===== config.mk =====
export PLATFORM = sky130hd
export DESIGN_NAME = alu_instr_issuer_flat
export DESIGN_NICKNAME = d
export VERILOG_FILES = /design/src/rtl/alu_instr_issuer_if.sv /design/src/rtl/alu_instr_issuer.sv /design/src/flat_wrapper.sv
export SDC_FILE = /design/constraint.sdc
export NUM_CORES = 1
export LEC_CHECK = 0
export CAP_MARGIN = 25
export CORE_MARGIN = 4
export CORE_UTILIZATION = 55
export CTS_CLUSTER_DIAMETER = 200
export DETAILED_ROUTE_END_ITERATION = 8
export MAX_ROUTING_LAYER = met4
export PLACE_DENSITY = 0.72
export SLEW_MARGIN = 20
export SYNTH_ARGS = -nofsm -noshare
export SYNTH_HDL_FRONTEND = slang
export SYNTH_SLANG_ARGS = --single-unit

===== constraint.sdc =====
create_clock -name clk -period 5.5 [get_ports clk]
set_clock_uncertainty 0.2 [all_clocks]
set_input_delay 0.55 -clock clk [delete_from_list [all_inputs] [get_ports clk]]
set_output_delay 0.55 -clock clk [all_outputs]
set_load 0.02 [all_outputs]

===== src/rtl/alu_instr_issuer_if.sv =====
// Pin bundle between the host-side instruction issuer and its program/core/result peers.
// slave is the issuer's view; master is the host/core side that drives programs and results.
interface alu_instr_issuer_if #(
   parameter int ADDR_W = 4
);
   logic              prog_we;
   logic [ADDR_W-1:0] prog_addr;
   logic [2:0]        prog_rd;
   logic [2:0]        prog_rs1;
   logic [2:0]        prog_rs2;
   logic [3:0]        prog_func;
   logic              prog_wb;
   logic [ADDR_W:0]   prog_len;
   logic              start;
   logic              busy;
   logic              done;
   logic              halted;
   logic [15:0]       instr_out;
   logic [7:0]        result_in;
   logic              zero_in;
   logic              res_valid;
   logic              res_ready;
   logic [7:0]        res_data;
   logic              res_zero;
   logic [ADDR_W-1:0] res_idx;

   modport master (
      output prog_we, prog_addr, prog_rd, prog_rs1, prog_rs2, prog_func, prog_wb,
      output prog_len, start, result_in, zero_in, res_ready,
      input  busy, done, halted, instr_out, res_valid, res_data, res_zero, res_idx
   );

   modport slave (
      input  prog_we, prog_addr, prog_rd, prog_rs1, prog_rs2, prog_func, prog_wb,
      input  prog_len, start, result_in, zero_in, res_ready,
      output busy, done, halted, instr_out, res_valid, res_data, res_zero, res_idx
   );
endinterface


===== src/rtl/alu_instr_issuer.sv =====
// Issues a stored ALU program to the core as READ/EXEC pairs and streams each captured result.
// Latency: 2 cycles per instruction minimum; done pulses the cycle after the last EXEC.
// Backpressure: an unconsumed result holds the issuer in READ. ISSUER_ZERO_HALT_EN: stop on zero.
module alu_instr_issuer #(
   parameter int DEPTH  = 16,
   parameter int ADDR_W = 4
) (
   input  logic               clk,
   input  logic               rst,
   alu_instr_issuer_if.slave  bus
);

   typedef enum logic [1:0] {S_IDLE, S_READ, S_EXEC} state_t;

   state_t            state_q, state_d;
   logic [ADDR_W-1:0] pc_q;
   logic [ADDR_W:0]   len_q;
   logic              done_q;
   logic              res_valid_q;
   logic [7:0]        res_data_q;
   logic              res_zero_q;
   logic [ADDR_W-1:0] res_idx_q;

   logic [12:0]       slot_fld [DEPTH];
   logic [DEPTH-1:0]  slot_wb;

   logic [12:0]       cur_fld;
   logic              cur_wb;
   logic              last_instr;
   logic              zero_stop;
   logic              end_prog;
   logic              start_ok;
   logic              busy_c;
   logic [15:0]       instr_c;

   assign cur_fld    = slot_fld[pc_q];
   assign cur_wb     = slot_wb[pc_q];
   assign last_instr = ({1'b0, pc_q} == (len_q - (ADDR_W+1)'(1)));
   assign start_ok   = (state_q == S_IDLE) && bus.start;
   assign end_prog   = (state_q == S_EXEC) && (last_instr || zero_stop);

   // Program store is deliberately left out of reset; writes only land while idle.
   always_ff @(posedge clk) begin
      if (bus.prog_we && (state_q == S_IDLE)) begin
         slot_fld[bus.prog_addr] <= {bus.prog_rd, bus.prog_rs1, bus.prog_rs2, bus.prog_func};
         slot_wb[bus.prog_addr]  <= bus.prog_wb;
      end
   end

   always_ff @(posedge clk) begin
      if (rst) begin
         state_q <= S_IDLE;
      end else begin
         state_q <= state_d;
      end
   end

   always_comb begin
      state_d = state_q;
      case (state_q)
         S_IDLE: begin
            if (bus.start && (bus.prog_len != '0)) begin
               state_d = S_READ;
            end
         end
         S_READ: begin
            // The result register must be free (or draining now) before the next capture.
            if (!(res_valid_q && !bus.res_ready)) begin
               state_d = S_EXEC;
            end
         end
         S_EXEC: begin
            state_d = end_prog ? S_IDLE : S_READ;
         end
         default: state_d = S_IDLE;
      endcase
   end

   always_comb begin
      busy_c  = 1'b0;
      instr_c = 16'h0000;
      case (state_q)
         S_READ: begin
            busy_c  = 1'b1;
            instr_c = {cur_fld, 3'b000};
         end
         S_EXEC: begin
            busy_c  = 1'b1;
            instr_c = {cur_fld, (cur_wb ? 3'b011 : 3'b000)};
         end
         default: ;
      endcase
   end

   always_ff @(posedge clk) begin
      if (rst) begin
         pc_q        <= '0;
         len_q       <= '0;
         done_q      <= 1'b0;
         res_valid_q <= 1'b0;
         res_data_q  <= '0;
         res_zero_q  <= 1'b0;
         res_idx_q   <= '0;
      end else begin
         done_q <= (start_ok && (bus.prog_len == '0)) || end_prog;
         if (start_ok) begin
            pc_q  <= '0;
            len_q <= bus.prog_len;
         end else if ((state_q == S_EXEC) && !end_prog) begin
            pc_q <= pc_q + ADDR_W'(1);
         end
         if (state_q == S_EXEC) begin
            res_valid_q <= 1'b1;
            res_data_q  <= bus.result_in;
            res_zero_q  <= bus.zero_in;
            res_idx_q   <= pc_q;
         end else if (res_valid_q && bus.res_ready) begin
            res_valid_q <= 1'b0;
         end
      end
   end

`ifdef ISSUER_ZERO_HALT_EN
   logic halted_q;

   always_ff @(posedge clk) begin
      if (rst) begin
         halted_q <= 1'b0;
      end else if (start_ok) begin
         halted_q <= 1'b0;
      end else if ((state_q == S_EXEC) && bus.zero_in) begin
         halted_q <= 1'b1;
      end
   end

   assign zero_stop  = bus.zero_in;
   assign bus.halted = halted_q;
`else
   assign zero_stop  = 1'b0;
   assign bus.halted = 1'b0;
`endif

   assign bus.busy      = busy_c;
   assign bus.done      = done_q;
   assign bus.instr_out = instr_c;
   assign bus.res_valid = res_valid_q;
   assign bus.res_data  = res_data_q;
   assign bus.res_zero  = res_zero_q;
   assign bus.res_idx   = res_idx_q;

endmodule


===== src/flat_wrapper.sv =====
// flat-port wrapper written by rule: the top's interface ports become plain ports
module alu_instr_issuer_flat 
#(
   parameter int DEPTH  = 16,
   parameter int ADDR_W = 4
)
  (clk, rst, bus_prog_we, bus_prog_addr, bus_prog_rd, bus_prog_rs1, bus_prog_rs2, bus_prog_func, bus_prog_wb, bus_prog_len, bus_start, bus_result_in, bus_zero_in, bus_res_ready, bus_busy, bus_done, bus_halted, bus_instr_out, bus_res_valid, bus_res_data, bus_res_zero, bus_res_idx);
  alu_instr_issuer_if #(.ADDR_W(ADDR_W)) bus_i ();
  input  logic clk;
  input  logic rst;
  input wire logic [$bits(bus_i.prog_we)-1:0] bus_prog_we;
  input wire logic [$bits(bus_i.prog_addr)-1:0] bus_prog_addr;
  input wire logic [$bits(bus_i.prog_rd)-1:0] bus_prog_rd;
  input wire logic [$bits(bus_i.prog_rs1)-1:0] bus_prog_rs1;
  input wire logic [$bits(bus_i.prog_rs2)-1:0] bus_prog_rs2;
  input wire logic [$bits(bus_i.prog_func)-1:0] bus_prog_func;
  input wire logic [$bits(bus_i.prog_wb)-1:0] bus_prog_wb;
  input wire logic [$bits(bus_i.prog_len)-1:0] bus_prog_len;
  input wire logic [$bits(bus_i.start)-1:0] bus_start;
  input wire logic [$bits(bus_i.result_in)-1:0] bus_result_in;
  input wire logic [$bits(bus_i.zero_in)-1:0] bus_zero_in;
  input wire logic [$bits(bus_i.res_ready)-1:0] bus_res_ready;
  output wire logic [$bits(bus_i.busy)-1:0] bus_busy;
  output wire logic [$bits(bus_i.done)-1:0] bus_done;
  output wire logic [$bits(bus_i.halted)-1:0] bus_halted;
  output wire logic [$bits(bus_i.instr_out)-1:0] bus_instr_out;
  output wire logic [$bits(bus_i.res_valid)-1:0] bus_res_valid;
  output wire logic [$bits(bus_i.res_data)-1:0] bus_res_data;
  output wire logic [$bits(bus_i.res_zero)-1:0] bus_res_zero;
  output wire logic [$bits(bus_i.res_idx)-1:0] bus_res_idx;
  assign bus_i.prog_we = bus_prog_we;
  assign bus_i.prog_addr = bus_prog_addr;
  assign bus_i.prog_rd = bus_prog_rd;
  assign bus_i.prog_rs1 = bus_prog_rs1;
  assign bus_i.prog_rs2 = bus_prog_rs2;
  assign bus_i.prog_func = bus_prog_func;
  assign bus_i.prog_wb = bus_prog_wb;
  assign bus_i.prog_len = bus_prog_len;
  assign bus_i.start = bus_start;
  assign bus_i.result_in = bus_result_in;
  assign bus_i.zero_in = bus_zero_in;
  assign bus_i.res_ready = bus_res_ready;
  assign bus_busy = bus_i.busy;
  assign bus_done = bus_i.done;
  assign bus_halted = bus_i.halted;
  assign bus_instr_out = bus_i.instr_out;
  assign bus_res_valid = bus_i.res_valid;
  assign bus_res_data = bus_i.res_data;
  assign bus_res_zero = bus_i.res_zero;
  assign bus_res_idx = bus_i.res_idx;
  alu_instr_issuer #(.DEPTH(DEPTH), .ADDR_W(ADDR_W)) u_core (.clk(clk), .rst(rst), .bus(bus_i));
endmodule

==> metrics.md <==
| Metric | Value |
|---|---|
| Outcome | completed |
| # hold bufs at CTS | 0 |
| Logic pwr share | 13.9% |
| Die X | 142 µm |
| Clock share of power | 35.1% |
| Final WS setup | 1.34 ns |
| DRT iter0 DRCs | 432 |
| Avg Cell Area, Syn | 20.1 µm² |
| Residual DRC | 0 |
| Static Leak | 3.62 nW |
| Core area | 17500 µm² |
| Slowest stage cell, crit path | dfxtp_2 |
| Cell count after synthesis | 493 |
| CTS clk-pin slew, worst paths | 0.06 ns |
| Number of distinct library cells after synthesis | 33 |
| N_diodes | 0 |
| First-pass GRT wire length | 31300 µm |
| Routed len/inst | 24.5 µm |
| Area leader, netlist | edfxtp_1 |
| Register share of total power | 51.1% |
| Postcts setup bufs | 0 |
| Yosys reg bits | 254 |
| Final HPWL DP | 12700 µm |
| Final period util | 75.6% |
| R2R Setup Slk | 2.65 ns |
| Post-synth top area share | 68.0% |
| Syn-to-layout area delta | 17.8% |
| Final Net Count | 625 |
| # clock sinks | 254 |
| Clk Latency, worst-skew pair | 0.51 ns |
| Final Total Pwr | 4.34 mW |
| CTS Buffer Depth | 3 |
| Fin. Hold Viols | 0 |
| Initial Utilization | 56.6% |
| Final ANT Viol Nets | 0 |
| Gpl congestion | 0.798 |
| Fillers | 1130 |
| Max Cap Viol | 0 |
| CP most frequent cell | mux4_2 |
| CP max FO | 30 |
| Startpoint types | register |
| Worst slack, placed | 1.87 ns |
| Slew headroom | 36.0% |
| Crit path capture | bus_instr_out[7] |
| R2R Path End | u_core.slot_fld[8][11]$_DFFE_PP_ |
| Vias | 5011 |
| Register area share after synthesis | 74.1% |
| TritonCTS clock tree | yes |
| Vias/cell | 6.08 |
| Setup CP Type | reg2out |
| WL final | 20200 µm |
| Worst path cell trace | buf_4 > mux4_2 > mux4_2 > nor2b_1 > clkdlybuf4s50_1 |
| DP Area | 10900 µm² |
| Layout cells sized above 1 | 22.2% |
| Ys async rst share | 0% |
| Port Buf Inserts | 67 |
| Maximum vdd ir drop | 0.000303 V |
| Synth warn | 0 |
| Fmax | 0.241 GHz |
| Worst slew pin tran | 0.955 ns |
| RSZ-0062 raised after global routing | false |
| Final Cell Area | 11700 µm² |
| Initial antenna violation count | 0 |
| Root Buffer | clkbuf_16 |
| Total GRT Usage | 21.5% |
| Cell Int Power | 3.29 mW |
| FP Rows | 48 |
| Cts bufs inserted | 25 |
| Cell Pwr Density | 373 nW/µm² |
| EDFF count, synth | 224 |
| Htree depth | 1 |
| Pins over their slew limit | 0 |
| Largest net degree at the start of global routing | 31 |
| Endpoints failing setup | 0 |
| Predominant post-synthesis flop cell | edfxtp_1 |
| Synth Cell Area | 9890 µm² |
| Slowest stage delay, CP | 0.77 ns |
| NetSw | 1.05 mW |
| Synth top area cells | edfxtp_1 (68%), mux4_2 (16%), dfxtp_1 (6.1%) |
| Multi-input logic area | 2430 µm² |
| Total congestion overflow | 0 |
| Hold WC Path Type | reg2reg |
| Setup TNS | 0 ns |
| Reg2Reg Depth | 7 |
| DR pass1 iterations | 5 |
| Critical path capture point type | output port |
| Req. time, crit path | 4.75 ns |
| Die ar. | 20200 µm² |
| Worst Path Arrival | 3.41 ns |
| R2r startpoint | u_core.state_q[0]$_SDFFE_PP0P_ |
| I/O pin count | 70 |
| Vias in the first global route | 5155 |
| Post-CTS sizing | 0 |
| FF/Latch Area | 7330 µm² |
| Tmin final | 4.16 ns |
| DIE HEIGHT | 142 µm |
| Sw Share | 24.2% |
[sequential cells by signal, summed over array words and instances (netlist names), named ones only]
signal                cells
u_core.bus.done           1
u_core.bus.res_data       8
u_core.bus.res_idx        4
u_core.bus.res_valid      1
u_core.bus.res_zero       1
u_core.len_q              5
u_core.pc_q               4
u_core.slot_fld         208
u_core.slot_wb           16
u_core.state_q            2
[power groups by stage]
stage | sequential, mW | clock (mW) | combinational (mW)
detailed placement | 2.26 | 0 | 0.613
finish | 2.22 | 1.52 | 0.602
global placement | 2.28 | 0 | 0.558
CTS | 2.22 | 1.56 | 0.614
floorplan | 2.24 | 0 | 0.392
global route | 2.22 | 1.64 | 0.651
[Yosys cell counts, drive strengths merged (12+ instances only)]
master  instances
nor2b          13
edfxtp        224
buf            14
mux2i          13
a21oi          17
nor2           28
dfxtp          30
clkbuf         13
mux4           70
nand2          12
[worst min-delay path by stage]
| stage | start | end | cells after the start |
|---|---|---|---|
| floorplan | u_core.len_q[1]$_SDFFE_PP0P_ | u_core.len_q[1]$_SDFFE_PP0P_ | 2 |
| global placement | u_core.bus.res_zero$_SDFFE_PP0P_ | u_core.bus.res_zero$_SDFFE_PP0P_ | 2 |
| detailed placement | u_core.bus.res_idx[0]$_SDFFE_PP0P_ | u_core.bus.res_idx[0]$_SDFFE_PP0P_ | 2 |
| CTS | u_core.bus.res_idx[0]$_SDFFE_PP0P_ | u_core.bus.res_idx[0]$_SDFFE_PP0P_ | 2 |
| global route | u_core.bus.res_idx[0]$_SDFFE_PP0P_ | u_core.bus.res_idx[0]$_SDFFE_PP0P_ | 2 |
| finish | u_core.bus.res_idx[0]$_SDFFE_PP0P_ | u_core.bus.res_idx[0]$_SDFFE_PP0P_ | 2 |
[per-layer routing]
layer / wire (µm) / up-vias / track usage [%]
li1: - / 2179 / -
met1: 8210 / 2602 / 29.0
met2: 10300 / 189 / 35.5
met3: 1230 / 41 / 3.13
met4: 501 / 0 / 5.25
met5: 0 / - / -
[cells by family after synthesis]
group | after synthesis | share of synthesized area (%)
mux | 83 | 17.3
other cells | 1 | 0.0379
xor+xnor | 5 | 0.443
compound gates | 28 | 1.62
fa+ha+maj | 6 | 0.759
simple gates | 83 | 4.25
buf+inv | 33 | 1.58
flops | 254 | 74.1
[critical path, delay by kind of cell (launching register included)]
kind,cells,cell delay [ns]
and+or+nand+nor,1,0.16
buffers and inverters,2,1.09
DFF,1,0.77
muxes,2,0.84
[layout make-up]
class	instances	share of cell area (%)
Sequential cell	254	62.9
Multi-Input combinational cell	207	20.9
Timing Repair Buffer	88	7.28
Clock buffer	27	5.43
Tap cell	225	2.42
Clock inverter	17	0.859
Inverter	6	0.193
[per-stage QoR]
stage	std cells	util, %	hold slack, ns
4_1_cts	824	66.7	0.294
5_1_grt	824	66.7	0.331
3_3_place_gp	779	62.3	0.272
3_5_place_dp	780	62.5	0.279
2_1_floorplan	494	-	0.249
6_report	824	66.7	0.290
[cell usage in the layout (no fill, tap or decap), drive strengths merged, types with 2 or more instances in the layout]
cell / synthesis / final
nand3b: 2 / 2
nor2b: 13 / 13
or3: 4 / 4
clkinv: 0 / 10
xor2: 4 / 4
mux2i: 13 / 13
buf: 14 / 21
clkbuf: 13 / 27
nand3: 5 / 5
clkinvlp: 0 / 7
mux4: 70 / 70
a21oi: 17 / 17
clkdlybuf4s50: 0 / 67
nand2: 12 / 12
conb: 1 / 2
nand4b: 4 / 4
ha: 6 / 6
dfxtp: 30 / 30
nor3: 6 / 6
nor2: 28 / 28
inv: 6 / 6
nand2b: 4 / 4
o21ai: 6 / 6
edfxtp: 224 / 224
nand4: 2 / 2
Power figures use the tool's default switching activity.
